$ cat src/rtl/vedic_mult_seq32_if.sv
// Operand/result handshake bundle for vedic_mult_seq32.
// master drives operands and result acceptance; slave is the multiplier.
interface vedic_mult_seq32_if;
  logic        in_valid;
  logic        in_ready;
  logic [31:0] a;
  logic [31:0] b;
  logic        out_valid;
  logic        out_ready;
  logic [63:0] out;
  logic        busy;

  modport master (
    output in_valid, a, b, out_ready,
    input  in_ready, out_valid, out, busy
  );

  modport slave (
    input  in_valid, a, b, out_ready,
    output in_ready, out_valid, out, busy
  );
endinterface

$ cat src/rtl/vedic_mult_seq32.sv
// 32x32 multiplier built from one shared 16x16 vedic multiplier over four MUL cycles.
// Define VEDIC_SEQ_SIGNED_EN for two's-complement operands; default is unsigned.
module vedic_mult_16bit (
  input  logic [15:0] a_i,
  input  logic [15:0] b_i,
  output logic [31:0] p_o
);
  logic [15:0] ll, lh, hl, hh;
  logic [16:0] mid;

  // Urdhva-tiryagbhyam: vertical products plus the crosswise middle term.
  assign ll  = {8'b0, a_i[7:0]}  * {8'b0, b_i[7:0]};
  assign lh  = {8'b0, a_i[7:0]}  * {8'b0, b_i[15:8]};
  assign hl  = {8'b0, a_i[15:8]} * {8'b0, b_i[7:0]};
  assign hh  = {8'b0, a_i[15:8]} * {8'b0, b_i[15:8]};
  assign mid = {1'b0, lh} + {1'b0, hl};
  assign p_o = {hh, 16'b0} + {7'b0, mid, 8'b0} + {16'b0, ll};
endmodule

module vedic_mult_seq32 #(
  parameter bit ZERO_SKIP = 1'b1
) (
  input  logic                clk,
  input  logic                rst,
  vedic_mult_seq32_if.slave   bus,
  output logic [1:0]          dbg_state_o
);
  // Handshakes: a transfer happens on a rising edge where valid && ready are both
  // high; valid never depends on ready, and out/out_valid hold until accepted.
  typedef enum logic [1:0] {IDLE = 2'd0, MUL = 2'd1, FIX = 2'd2, DONE = 2'd3} state_e;

  state_e      state_q, state_d;
  logic [63:0] acc_q, acc_d;
  logic [1:0]  cnt_q, cnt_d;
  logic [31:0] am_q, am_d, bm_q, bm_d;
  logic [63:0] out_q, out_d;
  logic        out_valid_q, out_valid_d;
  logic [31:0] a_mag, b_mag;
  logic        zero_op;
  logic [15:0] mul_a, mul_b;
  logic [31:0] mul_p;
  logic [63:0] pp;
  logic [63:0] fix_val;

`ifdef VEDIC_SEQ_SIGNED_EN
  logic neg_q, neg_d;
  assign a_mag   = bus.a[31] ? (~bus.a + 32'd1) : bus.a;
  assign b_mag   = bus.b[31] ? (~bus.b + 32'd1) : bus.b;
  assign fix_val = neg_q ? (~acc_q + 64'd1) : acc_q;
`else
  assign a_mag   = bus.a;
  assign b_mag   = bus.b;
  assign fix_val = acc_q;
`endif

  assign zero_op = (bus.a == 32'd0) || (bus.b == 32'd0);

  // cnt[1] picks the a half, cnt[0] picks the b half.
  assign mul_a = cnt_q[1] ? am_q[31:16] : am_q[15:0];
  assign mul_b = cnt_q[0] ? bm_q[31:16] : bm_q[15:0];

  vedic_mult_16bit u_mul (
    .a_i (mul_a),
    .b_i (mul_b),
    .p_o (mul_p)
  );

  always_comb begin
    pp = 64'd0;
    case (cnt_q)
      2'd0:    pp = {32'b0, mul_p};
      2'd1,
      2'd2:    pp = {16'b0, mul_p, 16'b0};
      default: pp = {mul_p, 32'b0};
    endcase
  end

  always_comb begin
    state_d     = state_q;
    acc_d       = acc_q;
    cnt_d       = cnt_q;
    am_d        = am_q;
    bm_d        = bm_q;
    out_d       = out_q;
    out_valid_d = out_valid_q;
`ifdef VEDIC_SEQ_SIGNED_EN
    neg_d       = neg_q;
`endif
    case (state_q)
      IDLE: begin
        if (bus.in_valid) begin
          am_d  = a_mag;
          bm_d  = b_mag;
          acc_d = 64'd0;
          cnt_d = 2'd0;
`ifdef VEDIC_SEQ_SIGNED_EN
          neg_d = bus.a[31] ^ bus.b[31];
`endif
          // Zero skip goes through FIX with acc=0 so out_valid rises one edge later.
          state_d = (ZERO_SKIP && zero_op) ? FIX : MUL;
        end
      end
      MUL: begin
        acc_d = acc_q + pp;
        cnt_d = cnt_q + 2'd1;
        if (cnt_q == 2'd3) state_d = FIX;
      end
      FIX: begin
        out_d       = fix_val;
        out_valid_d = 1'b1;
        state_d     = DONE;
      end
      DONE: begin
        if (out_valid_q && bus.out_ready) begin
          out_valid_d = 1'b0;
          state_d     = IDLE;
        end
      end
      default: state_d = IDLE;
    endcase
  end

  always_ff @(posedge clk) begin
    if (rst) begin
      state_q     <= IDLE;
      acc_q       <= 64'd0;
      cnt_q       <= 2'd0;
      am_q        <= 32'd0;
      bm_q        <= 32'd0;
      out_q       <= 64'd0;
      out_valid_q <= 1'b0;
`ifdef VEDIC_SEQ_SIGNED_EN
      neg_q       <= 1'b0;
`endif
    end else begin
      state_q     <= state_d;
      acc_q       <= acc_d;
      cnt_q       <= cnt_d;
      am_q        <= am_d;
      bm_q        <= bm_d;
      out_q       <= out_d;
      out_valid_q <= out_valid_d;
`ifdef VEDIC_SEQ_SIGNED_EN
      neg_q       <= neg_d;
`endif
    end
  end

  assign bus.in_ready  = (state_q == IDLE);
  assign bus.busy      = (state_q != IDLE);
  assign bus.out_valid = out_valid_q;
  assign bus.out       = out_q;
  assign dbg_state_o   = state_q;
endmodule

$ cat src/flat_wrapper.sv
// flat-port wrapper written by rule: the top's interface ports become plain ports
module vedic_mult_seq32_flat 
#(
  parameter bit ZERO_SKIP = 1'b1
)
  (clk, rst, dbg_state_o, bus_in_valid, bus_a, bus_b, bus_out_ready, bus_in_ready, bus_out_valid, bus_out, bus_busy);
  vedic_mult_seq32_if bus_i ();
  input  logic clk;
  input  logic rst;
  output logic [1:0] dbg_state_o;
  input wire logic [$bits(bus_i.in_valid)-1:0] bus_in_valid;
  input wire logic [$bits(bus_i.a)-1:0] bus_a;
  input wire logic [$bits(bus_i.b)-1:0] bus_b;
  input wire logic [$bits(bus_i.out_ready)-1:0] bus_out_ready;
  output wire logic [$bits(bus_i.in_ready)-1:0] bus_in_ready;
  output wire logic [$bits(bus_i.out_valid)-1:0] bus_out_valid;
  output wire logic [$bits(bus_i.out)-1:0] bus_out;
  output wire logic [$bits(bus_i.busy)-1:0] bus_busy;
  assign bus_i.in_valid = bus_in_valid;
  assign bus_i.a = bus_a;
  assign bus_i.b = bus_b;
  assign bus_i.out_ready = bus_out_ready;
  assign bus_in_ready = bus_i.in_ready;
  assign bus_out_valid = bus_i.out_valid;
  assign bus_out = bus_i.out;
  assign bus_busy = bus_i.busy;
  vedic_mult_seq32 #(.ZERO_SKIP(ZERO_SKIP)) u_core (.clk(clk), .rst(rst), .bus(bus_i), .dbg_state_o(dbg_state_o));
endmodule
$ cat config.mk
export PLATFORM = sky130hd
export DESIGN_NAME = vedic_mult_seq32_flat
export DESIGN_NICKNAME = d
export VERILOG_FILES = /design/src/rtl/vedic_mult_seq32_if.sv /design/src/rtl/vedic_mult_seq32.sv /design/src/flat_wrapper.sv
export SDC_FILE = /design/constraint.sdc
export NUM_CORES = 1
export LEC_CHECK = 0
export CORE_UTILIZATION = 47
export DETAILED_ROUTE_END_ITERATION = 7
export DONT_BUFFER_PORTS = 1
export PLACE_DENSITY = 0.7
export SLEW_MARGIN = 20
export SYNTH_ARGS = -nofsm -noshare
export SYNTH_HDL_FRONTEND = slang
export SYNTH_HIERARCHICAL = 1
export SYNTH_SLANG_ARGS = --single-unit
$ cat constraint.sdc
create_clock -name clk -period 12.3 [get_ports clk]
set_input_delay 3.69 -clock clk [delete_from_list [all_inputs] [get_ports clk]]
set_output_delay 3.69 -clock clk [all_outputs]
set_load 0.05 [all_outputs]
==> impl_metrics.sql <==
INSERT INTO impl_metrics (metric_group, metric, value, unit) VALUES
('run_status', 'outcome', 'finished clean', ''),
('placement', 'place_inst', '3006', ''),
('logic_synthesis', 'synthDominantAreaCellType', 'sky130_fd_sc_hd__dfxtp_1', ''),
('routing', 'postRouteAntennaNets', '0', ''),
('logic_synthesis', 'syn-num-nets', '3016', ''),
('cells_and_area', 'finish.cell_count_without_fillers', '3038', ''),
('global_route', 'grt_antenna_before_repair', '1', ''),
('global_route', 'grt.overflow.total', '0', ''),
('global_route', 'groute.layer.met2.usage', '41.89', '%'),
('sta', 'timing.setup.tns', '0', 'ns'),
('sta', 'setup_repair_after_global_routing_missed_its_margin', 'no', ''),
('logic_synthesis', 'ys.flop_type', 'sky130_fd_sc_hd__dfxtp_1', ''),
('clock_tree', 'ctsRootBufferMaster', 'sky130_fd_sc_hd__clkbuf_16', ''),
('power', 'ir_worst_vdd', '0.1306', 'mV'),
('routing', 'drt_wl_total', '56420', 'µm'),
('floorplan', 'core_area', '44320', 'µm²'),
('floorplan', 'die_height', '214.3', 'µm'),
('clock_tree', 'worst_skew_pair.late_latency', '0.48', 'ns'),
('logic_synthesis', 'yosysSeqAreaShare', '18.62', '%'),
('critical_path', 'crit_path_end_kind', 'flip-flop', ''),
('routing', 'post_drt_via_cell_ratio', '5.627', ''),
('critical_path', 'critical_path_arrival', '11.90', 'ns'),
('sta', 'timing.final.crit_share', '93.46', '%'),
('sta', 'worstMarginPinSlew', '0.9676', 'ns'),
('sta', 'fmax', '86.99', 'MHz'),
('clock_tree', 'cts_tree', 'done', ''),
('power', 'power.density_cell_area', '128.7', 'nW/µm²'),
('logic_synthesis', 'yosysMostFrequentCell', 'sky130_fd_sc_hd__nand2_1', ''),
('global_route', 'groute.layer.met1.usage', '32.46', '%'),
('floorplan', 'die_area', '45910', 'µm²'),
('clock_tree', 'num_cts_buffers', '17', ''),
('power', 'power.leakage', '10.62', 'nW'),
('clock_tree', 'htreeDepth', '4', ''),
('routing', 'wl_per_cell', '18.57', 'µm'),
('global_route', 'grt_usage', '24.82', '%'),
('sta', 'final_hold_viol_count', '0', ''),
('critical_path', 'required_time_worst_endpoint', '12.71', 'ns'),
('worst_hold_path', 'timing.hold.worst.class', 'reg -> reg', ''),
('cells_and_area', 'fraction_of_layout_cells_with_a_size_suffix_above_1', '4.988', '%'),
('clock_tree', 'clk_pin_slew_worst_paths', '0.08', 'ns'),
('logic_synthesis', 'syn_avg_cell_area', '8.374', 'µm²'),
('logic_synthesis', 'synthTopCellsByArea', 'sky130_fd_sc_hd__dfxtp_1 19%, sky130_fd_sc_hd__fa_1 17%, sky130_fd_sc_hd__ha_1 14%', ''),
('floorplan', 'num_io_pins', '137', ''),
('sta', 'setup_viol', '0', ''),
('clock_tree', 'post_cts_hold_buffer_count', '0', ''),
('logic_synthesis', 'ys_types', '79', ''),
('placement', 'gp_routability_congestion', '0.9715', ''),
('routing', 'via_count', '17100', ''),
('logic_synthesis', 'yosysTopAreaCellShare', '18.62', '%'),
('cells_and_area', 'layout.nets', '2920', ''),
('sta', 'relSlewSlack', '35.36', '%'),
('floorplan', 'initial_core_util', '47.79', '%'),
('logic_synthesis', 'ys_ff_latch', '197', ''),
('logic_synthesis', 'synth_cells', '2529', ''),
('logic_synthesis', 'synthesis.area', '21180', 'µm²'),
('placement', 'io_buffer_count', '0', ''),
('critical_path', 'type_of_origin_of_the_critical_path', 'flip-flop', ''),
('global_route', 'grt_first_pass_wirelength', '91760', 'µm'),
('flow_run', 'maxCapViolations', '0', ''),
('logic_synthesis', 'yosysWarnings', '6', ''),
('clock_tree', 'clockBufferDepth', '2', ''),
('floorplan', 'die-width', '214.3', 'µm'),
('cells_and_area', 'diodes', '0', ''),
('clock_tree', 'cts_num_sinks', '197', ''),
('global_route', 'grt_max_degree', '164', ''),
('critical_path', 'crit_slowest_cell', 'sky130_fd_sc_hd__fa_1', ''),
('global_route', 'grt_util_met3', '4.000', '%'),
('critical_path', 'criticalPathCategory', 'reg -> reg', ''),
('global_route', 'grt_pass1_vias', '17430', ''),
('cells_and_area', 'flow.area_growth_from_synthesis', '4.596', '%'),
('clock_tree', 'cts_setup_buffers', '0', '');
[state kept, by name (all words and copies together), names as in the netlist]
signal,flops
u_core/acc_q,64
u_core/am_q,32
u_core/bm_q,32
u_core/bus.out,64
u_core/bus.out_valid,1
u_core/cnt_q,2
u_core/dbg_state_o,2
[layout by cell type, fill, tap and decap left out, types with 13 or more instances in the layout]
cell type / count
sky130_fd_sc_hd__nand2_1: 322
sky130_fd_sc_hd__inv_1: 288
sky130_fd_sc_hd__ha_1: 239
sky130_fd_sc_hd__dfxtp_1: 195
sky130_fd_sc_hd__and2_1: 190
sky130_fd_sc_hd__fa_1: 179
sky130_fd_sc_hd__a21oi_1: 174
sky130_fd_sc_hd__nor2_1: 158
sky130_fd_sc_hd__mux2i_1: 65
sky130_fd_sc_hd__xnor2_1: 62
sky130_fd_sc_hd__a22o_1: 58
sky130_fd_sc_hd__o21ai_0: 53
sky130_fd_sc_hd__a21o_1: 51
sky130_fd_sc_hd__xor2_1: 43
sky130_fd_sc_hd__mux2_2: 32
sky130_fd_sc_hd__a22oi_1: 27
sky130_fd_sc_hd__nand3_1: 25
sky130_fd_sc_hd__nand4_1: 22
sky130_fd_sc_hd__nor3_1: 20
sky130_fd_sc_hd__o21bai_1: 20
sky130_fd_sc_hd__nor4_1: 19
sky130_fd_sc_hd__clkbuf_16: 17
sky130_fd_sc_hd__nand2b_1: 13
[worst max-delay path: cells and delay by family (launching register included)]
family / cells / cell delay [ns]
and+or+nand+nor: 11 / 2.20
muxes: 1 / 0.44
AOI/OAI and AO/OA: 10 / 2.15
DFF: 1 / 0.50
buffers and inverters: 4 / 0.39
adders and majority gates: 12 / 5.18
xor gates and xnor gates: 3 / 0.54
[cell families after synthesis]
family,count (synthesis),share of synthesized area (%)
mux,97,4.774
compound gates,488,15.51
xor+xnor,105,4.342
fa+ha+maj,419,31.10
simple gates,811,18.26
buf+inv,412,7.391
flops,197,18.62
[where the power goes]
part	switching (mW)	internal, mW	leakage [nW]
clock network	0.275	0.294	0.284
logic	0.995	0.526	8.73
registers	0.0643	0.696	1.60
[area by class of cell]
cell class / instances / area, µm²
Fill cell: 4276 / 22170
Multi-Input combinational cell: 1920 / 15720
Sequential cell: 197 / 3946
Inverter: 288 / 1081
Tap cell: 592 / 740.7
Clock buffer: 18 / 439.2
Clock inverter: 14 / 157.7
Timing Repair Buffer: 9 / 67.56
[path summary, 6_finish.rpt]
check | from | cells after the start | endpoint
max reg2reg | u_core/cnt_q[0]$_SDFFE_PP0P_ | 41 | u_core/acc_q[63]$_SDFFE_PP0P_
max | u_core/cnt_q[0]$_SDFFE_PP0P_ | 41 | u_core/acc_q[63]$_SDFFE_PP0P_
min reg2reg | u_core/am_q[29]$_SDFFE_PP0P_ | 2 | u_core/am_q[29]$_SDFFE_PP0P_
min | u_core/am_q[29]$_SDFFE_PP0P_ | 2 | u_core/am_q[29]$_SDFFE_PP0P_
[per-layer routing]
metal  share of wire (%)  wire (µm)
met1                  46      25980
met2                  47      26480
met3                 4.6       2586
met4                 2.5       1383
met5                   0          0
[stage by stage]
| stage | power (mW) | utilization, % | area (µm²) | worst slack [ns] | hold slack, ns |
|---|---|---|---|---|---|
| 2_1_floorplan | 1.893 | - | 21180 | 1.354 | 0.4329 |
| 3_3_place_gp | 2.251 | 48.59 | 21530 | 0.5896 | 0.4388 |
| 3_5_place_dp | 2.280 | 48.59 | 21530 | 0.5027 | 0.4432 |
| 4_1_cts | 2.859 | 49.93 | 22130 | 0.4877 | 0.4536 |
| 5_1_grt | 3.060 | 49.98 | 22150 | 0.04970 | 0.4718 |
| 6_report | 2.850 | 49.98 | 22150 | 0.8042 | 0.4544 |
(Power assumes the default switching activity.)
==> variant: new RTL, same flow settings <==
The option `VEDIC_SEQ_SIGNED_EN` is turned on by a define.
--- a/src/rtl/vedic_mult_seq32.sv
+++ b/src/rtl/vedic_mult_seq32.sv
@@ -1,5 +1,7 @@
 // 32x32 multiplier built from one shared 16x16 vedic multiplier over four MUL cycles.
 // Define VEDIC_SEQ_SIGNED_EN for two's-complement operands; default is unsigned.
+`define VEDIC_SEQ_SIGNED_EN
+
 module vedic_mult_16bit (
   input  logic [15:0] a_i,
   input  logic [15:0] b_i,
Formal check against the unedited RTL: not equivalent (Yosys sat finds a counterexample within 10 cycles, from zero or initial values and one cycle with rst high).
==> variant against the unedited design <==
  * Synthesized area up 11%
  * Synthesized cell count increased by 14%
  * Sequential cell count is 1 higher
  * Cell area is 11% higher
  * Wire length up 17%
  * Die area up 11%
  * Setup slack got worse by 0.15 ns
Power is not compared: it rests on default switching activity, and its combinational part moved more than twofold at a synthesized area within 25%.
==> variant: results (changes against the unedited design) <==
[cells_and_area]
multi_input_gates = 2248  ; +17%
seq_area_share_pct = 16.14  ; -1.7 points
multiInputGateArea_um2 = 17970  ; +14%
postLayoutCellArea_um2 = 24560  ; +11%
num-nonclk-buffers = 12  ; +3
drive_above_1_share_pct = 4.276  ; -0.71 points
buf_share_pct = 0.3667  ; +0.062 points
inv_count = 293  ; +1.7%
fin_nets = 3260  ; +12%
n_fill_cell = 4706  ; +10%
clk_share_pct = 2.470  ; -0.22 points
num-clock-buffers = 17  ; -1

[place]
hpwlAfterDp_mm = 52.38  ; +17%
dpl_worst_slack_ns = 0.6293  ; +0.1266 ns
placed_area_um2 = 23950  ; +11%
gp_congestion = 0.9711  ; about the same
dp.cells = 3415  ; +14%

[global_route]
antenna_found_initial = 0  ; -1
grt_util_all_layers_pct = 26.12  ; +1.3 points
grt_max_degree = 159  ; -3.0%
grt_pass1_wl_mm = 105.2  ; +15%

[status]
status = finished, final reports clean

[logic_synthesis]
ys_seq_area_share_pct = 16.83  ; -1.8 points
synth_commonest_cells = inv_1 (293), nand2_1 (273), ha_1 (243)
synth_compound_area_share_pct = 19.02  ; +3.5 points
synthXorXnorAreaFrac_pct = 8.328  ; +4.0 points
ys_ff_latch = 198  ; +0.51%
yosys_warnings = 6  ; unchanged
synth.area.top_cells = dfxtp_1 (17%), fa_1 (15%), ha_1 (13%), xor2_1 (5.7%), and2_1 (5.1%)
synth_cell_types = 78  ; -1.3%
synth.area.mux_share_pct = 1.955  ; -2.8 points
synthAdderAreaFrac_pct = 28.12  ; -3.0 points
syn-instance-count = 2885  ; +14%

[timing]
slew_headroom_pct = 32.45  ; -2.9 points
period_needed_ns = 11.64  ; +0.1474 ns

[detailed_routing]
via_per_inst = 5.755  ; +2.3%
initialDrtViolationCount = 1291  ; +33%
wl_mm = 65.94  ; +17%

[critical_path]
slowest_delay_ns = 0.65  ; +0.10 ns
crit_slowest_cell = dfxtp_1
worstPathArrival_ns = 11.98  ; +0.08 ns
crit_end = u_core/acc_q[60]$_SDFFE_PP0P_
reg2reg_slack_ns = 0.66  ; -0.15 ns

[clocking]
clk_latency_ns = 0.48  ; about the same

variant: logic make-up after synthesis:
logic type | Yosys count
xor gates and xnor gates | 224
DFF | 198
adders and majority gates | 422
AOI/OAI and AO/OA | 662
and+or+nand+nor | 898
buffers and inverters | 439
muxes | 42
variant: power by group through the flow:
| stage | Combinational, mW | Sequential, mW | Clock (mW) |
|---|---|---|---|
| CTS | 4.83 | 1.16 | 0.598 |
| global placement | 4.71 | 1.17 | 0 |
| floorplan | 3.66 | 1.11 | 0 |
| detailed placement | 4.79 | 1.18 | 0 |
| finish | 4.87 | 1.16 | 0.585 |
| global route | 5.42 | 1.19 | 0.625 |
variant: per-layer routing:
| metal | global-route usage, % | wire (um) |
|---|---|---|
| met5 | 0 | 0 |
| met2 | 44.05 | 31050 |
| met1 | 33.08 | 28800 |
| met4 | 11.76 | 2594 |
| met3 | 3.513 | 3493 |
variant: worst min path at each step:
stage / start / endpoint / slack, ns / cells past startpoint
3_5_place_dp: u_core/bm_q[0]$_SDFFE_PP0P_ / u_core/bm_q[0]$_SDFFE_PP0P_ / 0.44 / 2
5_1_grt: u_core/bm_q[0]$_SDFFE_PP0P_ / u_core/bm_q[0]$_SDFFE_PP0P_ / 0.49 / 2
3_3_place_gp: u_core/bm_q[0]$_SDFFE_PP0P_ / u_core/bm_q[0]$_SDFFE_PP0P_ / 0.44 / 2
4_1_cts: u_core/bm_q[0]$_SDFFE_PP0P_ / u_core/bm_q[0]$_SDFFE_PP0P_ / 0.46 / 2
2_1_floorplan: u_core/am_q[21]$_SDFFE_PP0P_ / u_core/am_q[21]$_SDFFE_PP0P_ / 0.43 / 2
6_report: u_core/bm_q[0]$_SDFFE_PP0P_ / u_core/bm_q[0]$_SDFFE_PP0P_ / 0.46 / 2
